==> src/rtl/hazard_seq.sv <==
// Pipeline hazard sequencer: stalls, flushes, memory-wait FSM, perf counters, watchdog.
// Define HAZARD_FORWARDING_EN when a forwarding unit exists (load-use stalls only).
module hazard_seq (
   input  logic        clk,
   input  logic        rst,
   input  logic [3:0]  id_src1,
   input  logic [3:0]  id_src2,
   input  logic        id_use_src1,
   input  logic        id_two_src,
   input  logic [3:0]  ex_dest,
   input  logic        ex_wb_en,
   input  logic        ex_mem_read,
   input  logic [3:0]  mem_dest,
   input  logic        mem_wb_en,
   input  logic        branch_taken,
   input  logic        mem_busy,
   output logic        pc_en,
   output logic        ifid_load,
   output logic        idex_load,
   output logic        exmem_load,
   output logic        memwb_load,
   output logic        ifid_flush,
   output logic        idex_flush,
   output logic        mem_timeout,
   output logic [15:0] stall_cnt,
   output logic [15:0] flush_cnt,
   output logic        state
);

   localparam int unsigned CNT_W = 16;
   localparam int unsigned WD_W  = 8;

   typedef enum logic {
      RUN      = 1'b0,
      MEM_WAIT = 1'b1
   } state_t;

   state_t          state_q;
   state_t          state_d;
   logic [WD_W-1:0] wd_q;
   logic            m1x, m2x, m1m, m2m;
   logic            hazard;
   logic            branch_case;
   logic            hazard_case;

   // RAW match terms; register 0 is an ordinary register here
   assign m1x = id_use_src1 & ex_wb_en  & (ex_dest  == id_src1);
   assign m2x = id_two_src  & ex_wb_en  & (ex_dest  == id_src2);
   assign m1m = id_use_src1 & mem_wb_en & (mem_dest == id_src1);
   assign m2m = id_two_src  & mem_wb_en & (mem_dest == id_src2);

`ifdef HAZARD_FORWARDING_EN
   // Forwarding covers everything but a load result consumed immediately
   logic unused_cfg;
   assign hazard     = ex_mem_read & (m1x | m2x);
   assign unused_cfg = m1m | m2m;
`else
   logic unused_cfg;
   assign hazard     = m1x | m2x | m1m | m2m;
   assign unused_cfg = ex_mem_read;
`endif

   assign state = state_q;

   // State register
   always_ff @(posedge clk or posedge rst) begin
      if (rst) state_q <= RUN;
      else     state_q <= state_d;
   end

   // Next state: any busy cycle waits, the first idle cycle resumes with no dead cycle
   always_comb begin
      state_d = RUN;
      if (mem_busy) state_d = MEM_WAIT;
   end

   // Control outputs; branch beats hazard since the hazarding instruction is squashed
   always_comb begin
      pc_en       = 1'b1;
      ifid_load   = 1'b1;
      idex_load   = 1'b1;
      exmem_load  = 1'b1;
      memwb_load  = 1'b1;
      ifid_flush  = 1'b0;
      idex_flush  = 1'b0;
      branch_case = 1'b0;
      hazard_case = 1'b0;
      if (rst) begin
         pc_en      = 1'b0;
         ifid_load  = 1'b0;
         idex_load  = 1'b0;
         exmem_load = 1'b0;
         memwb_load = 1'b0;
         ifid_flush = 1'b1;
         idex_flush = 1'b1;
      end else if (mem_busy || state_q == MEM_WAIT && mem_busy) begin
         pc_en      = 1'b0;
         ifid_load  = 1'b0;
         idex_load  = 1'b0;
         exmem_load = 1'b0;
         memwb_load = 1'b0;
      end else if (branch_taken) begin
         branch_case = 1'b1;
         ifid_flush  = 1'b1;
         idex_flush  = 1'b1;
      end else if (hazard) begin
         hazard_case = 1'b1;
         pc_en       = 1'b0;
         ifid_load   = 1'b0;
         idex_flush  = 1'b1;
      end
   end

   // Saturating performance counters
   always_ff @(posedge clk or posedge rst) begin
      if (rst) begin
         stall_cnt <= '0;
         flush_cnt <= '0;
      end else begin
         if ((mem_busy || hazard_case) && stall_cnt != '1)
            stall_cnt <= stall_cnt + CNT_W'(1);
         if (branch_case && flush_cnt != '1)
            flush_cnt <= flush_cnt + CNT_W'(1);
      end
   end

   // Watchdog on consecutive busy cycles; the timeout flag is sticky until reset
   always_ff @(posedge clk or posedge rst) begin
      if (rst) begin
         wd_q        <= '0;
         mem_timeout <= 1'b0;
      end else if (mem_busy) begin
         if (wd_q != '1) wd_q <= wd_q + WD_W'(1);
         if (wd_q == WD_W'(254)) mem_timeout <= 1'b1;
      end else begin
         wd_q <= '0;
      end
   end

endmodule

==> config.mk <==
export PLATFORM = sky130hd
export DESIGN_NAME = hazard_seq
export DESIGN_NICKNAME = d
export VERILOG_FILES = /design/src/rtl/hazard_seq.sv
export SDC_FILE = /design/constraint.sdc
export NUM_CORES = 1
export LEC_CHECK = 0
export ABC_AREA = 1
export CORE_MARGIN = 8
export CORE_UTILIZATION = 41
export DETAILED_ROUTE_END_ITERATION = 10
export HOLD_SLACK_MARGIN = 0.15
export PLACE_DENSITY_LB_ADDON = 0.1
export SKIP_LAST_GASP = 1
export SYNTH_ARGS = -nofsm -noshare
export SYNTH_HDL_FRONTEND = slang
export SYNTH_SLANG_ARGS = --single-unit
==> constraint.sdc <==
create_clock -name clk -period 1.85 [get_ports clk]
set_input_delay 0.37 -clock clk [delete_from_list [all_inputs] [get_ports clk]]
set_output_delay 0.37 -clock clk [all_outputs]
set_load 0.02 [all_outputs]
==> results.py <==
metrics = {
    "final_layout": {
        "areaGrowthSynthToFinish_pct": 44.2,
        "final_core_util_pct": 61.7,
        "nNetsFinal": 470,
        "drive_above_1_share_pct": 20.1,
        "fin_cells": 517,
        "fillers": 543,
        "antennaDiodeCount": 0,
    },
    "pwr": {
        "combPwrFrac_pct": 30.9,
        "p_sw_share_pct": 31.8,
        "power.total_mw": 2.93,
        "leakagePower_nw": 1.94,
        "ir_worst_vdd_mv": 0.803,
        "seq_power_share_pct": 38.8,
        "intPower_mw": 2.00,
        "clockPowerShare_pct": 30.3,
        "power_switching_mw": 0.933,
        "powerDensity_nw_per_um2": 798,
    },
    "timing": {
        "drv_slew": 0,
        "fmax_mhz": 560,
        "min_period_ns": 1.78,
        "setup_viol": 0,
        "max_slew.worst_pin.slew_ns": 0.369,
        "skew_ns": 0.00446,
        "setup_ws_ns": 0.0654,
        "fin_crit_sh_pct": 96.5,
        "hold_viol": 0,
        "timing.slew.headroom_pct": 75.2,
    },
    "critical_path": {
        "cp_data_arrival_time_ns": 1.41,
        "crit_path_start_kind": "flop",
        "critPathKind": "reg -> out",
        "crit_start": "stall_cnt[7]",
        "crit_path_max_fanout": 5,
        "cp_data_required_time_ns": 1.48,
        "end_kind": "output port",
        "reg2reg_from": "flush_cnt[1]",
    },
    "drt": {
        "totalWireLength_mm": 6.49,
        "vias": 2438,
        "drt_pre_antenna_iters": 4,
        "ant_nets": 0,
        "drc_errors": 0,
        "drtIter0Drc": 75,
        "vias_per_cell": 4.72,
        "wl_per_cell_um": 12.5,
    },
    "clock_network": {
        "ctsHtreeMaxLevel": 2,
        "cts_tree": "built",
        "cts.sinks": 42,
        "worstSkewPairLatency_ns": 0.30,
        "numCtsBuffers": 5,
        "cts_buffer_depth": 2,
        "clockRootBuffer": "clkbuf_8",
        "cts.clk_slew.worst_paths_ns": 0.09,
        "cts_hold_buf": 0,
    },
    "global_route": {
        "grt_pass1_wl_mm": 11.3,
        "antenna_found_initial": 0,
        "grt_max_degree": 23,
        "first_global_vias": 2538,
        "grt_util_all_layers_pct": 15.4,
        "grt-ovfl-total": 0,
    },
    "yosys": {
        "syn_area_um2": 2550,
        "synth_top_area_cell": "dfrtp_1",
        "synthesis.nets": 372,
        "yosysTopAreaCellShare_pct": 41.2,
        "yosys_warnings": 0,
        "yosysSeqAreaShare_pct": 41.2,
        "synth-seq-cells": 42,
        "synth_area_leaders": "dfrtp_1 41%, nand2_1 17%, nand3_1 6.7%",
        "avgSynthCellArea_um2": 7.43,
        "syn-instance-count": 343,
        "synth_cell_type_count": 31,
    },
    "die": {
        "start_util_pct": 42.8,
        "die_h_um": 94.9,
        "core_region_area_um2": 5960,
        "die_x_um": 94.9,
        "die-area_um2": 9000,
        "rows": 28,
        "io_pins": 66,
    },
    "run_status": {
        "status": "finished clean",
    },
    "placed_design": {
        "gp_congestion": 0.830,
        "dp_slack_ns": -0.706,
        "port_buffers": 64,
        "dp_hpwl_mm": 4.91,
        "dp.cells": 508,
    },
    "job": {
        "maxCapViolations": 0,
    },
    "min_path": {
        "hold_class": "in -> async",
    },
}
==> flip-flops by register name (all words and copies together), names as in the netlist <==
signal       flops
stall_cnt       16
wd_q             8
flush_cnt       16
state            1
mem_timeout      1
==> kinds of logic after synthesis <==
kind of cell	share of synthesized area (%)
AOI/OAI and AO/OA	4.47
xor gates and xnor gates	9.27
adders and majority gates	1.96
buffers and inverters	7.61
DFF	41.2
and+or+nand+nor	35.5
==> per-stage QoR <==
stage	setup TNS [ns]	hold slack (ns)	cell area, um2
finish	0	0.280	3680
CTS	-0.00619	0.491	3650
global placement	-11.52	0.466	3510
detailed placement	-12.03	0.470	3510
global route	-0.0284	0.309	3680
floorplan	0	0.374	2550
==> power groups by stage <==
stage | sequential (mW) | combinational (mW) | clock, mW
2_1_floorplan | 1.29 | 0.300 | 0
3_3_place_gp | 1.15 | 0.897 | 0
3_5_place_dp | 1.15 | 0.909 | 0
4_1_cts | 1.13 | 0.905 | 0.907
5_1_grt | 1.16 | 1.01 | 0.947
6_report | 1.14 | 0.907 | 0.888
==> critical path, stage by stage (launching register included) <==
cell	delay (ns)
dfrtp_1	0.37
buf_4	0.15
clkdlybuf4s50_1	0.60
==> synthesized netlist by cell type, drive strengths merged <==
library cell / count
nand2: 120
dfrtp: 42
inv: 40
nand3: 36
nor2: 33
xor2: 15
xnor2: 12
nor3: 8
a21oi: 7
buf: 6
o21ai: 5
ha: 4
nand4: 4
a211oi: 3
nor4: 3
a21boi: 1
a31oi: 1
nand3b: 1
o211a: 1
o21bai: 1
==> final cells by class <==
cell class	instances	area, um2	share of cell area (%)
multi-input cells	255	1370	37.2
repair buffers	97	871	23.7
flip-flops and latches	42	1050	28.7
clock buffers	5	68.8	1.87
inverters	40	154	4.19
clock inverters	3	68.8	1.87
well taps	75	93.8	2.55
==> metal layers <==
layer  share of wire, %  GRT usage [%]
met1                 45           18.3
met5                  0              0
met2                 48           26.1
met4                1.2           4.81
met3                5.8           4.44
==> final timing paths <==
path	end	slack, ns	cells after the start
setup reg to reg	flush_cnt[11]	0.12	10
hold / removal	wd_q[4]	0.28	3
min in group clk	state	0.38	2
setup / recovery	stall_cnt[7]	0.07	2
max in group asynchronous	stall_cnt[9]	1.32	3
hold reg to reg	mem_timeout	0.48	1
==> repair_timing <==
item | in CTS | in global routing
resized for setup | 56 | 45
hold endpoints to repair | 0 | 0
pin swaps | 7 | 9
buffers inserted | 1 | 0
setup endpoints to repair | 24 | 31
==> placed cells by master, fill, tap and decap left out, types with 3 or more instances in the layout <==
cell type,n
a211oi_1,3
nand3_1,32
xnor2_1,12
nand2_2,5
nor2_1,29
inv_2,9
buf_4,30
dfrtp_1,40
clkdlybuf4s15_1,7
xor2_1,15
nand2_1,113
a21oi_1,6
nand4_1,4
buf_6,4
clkdlybuf4s50_1,32
ha_1,3
o21ai_0,4
dlygate4sd2_1,6
clkbuf_8,5
clkbuf_2,10
inv_1,30
dlymetal6s2s_1,5
nor3_1,6
nand3_2,4
Note: power is estimated with default switching activity, not from simulation.
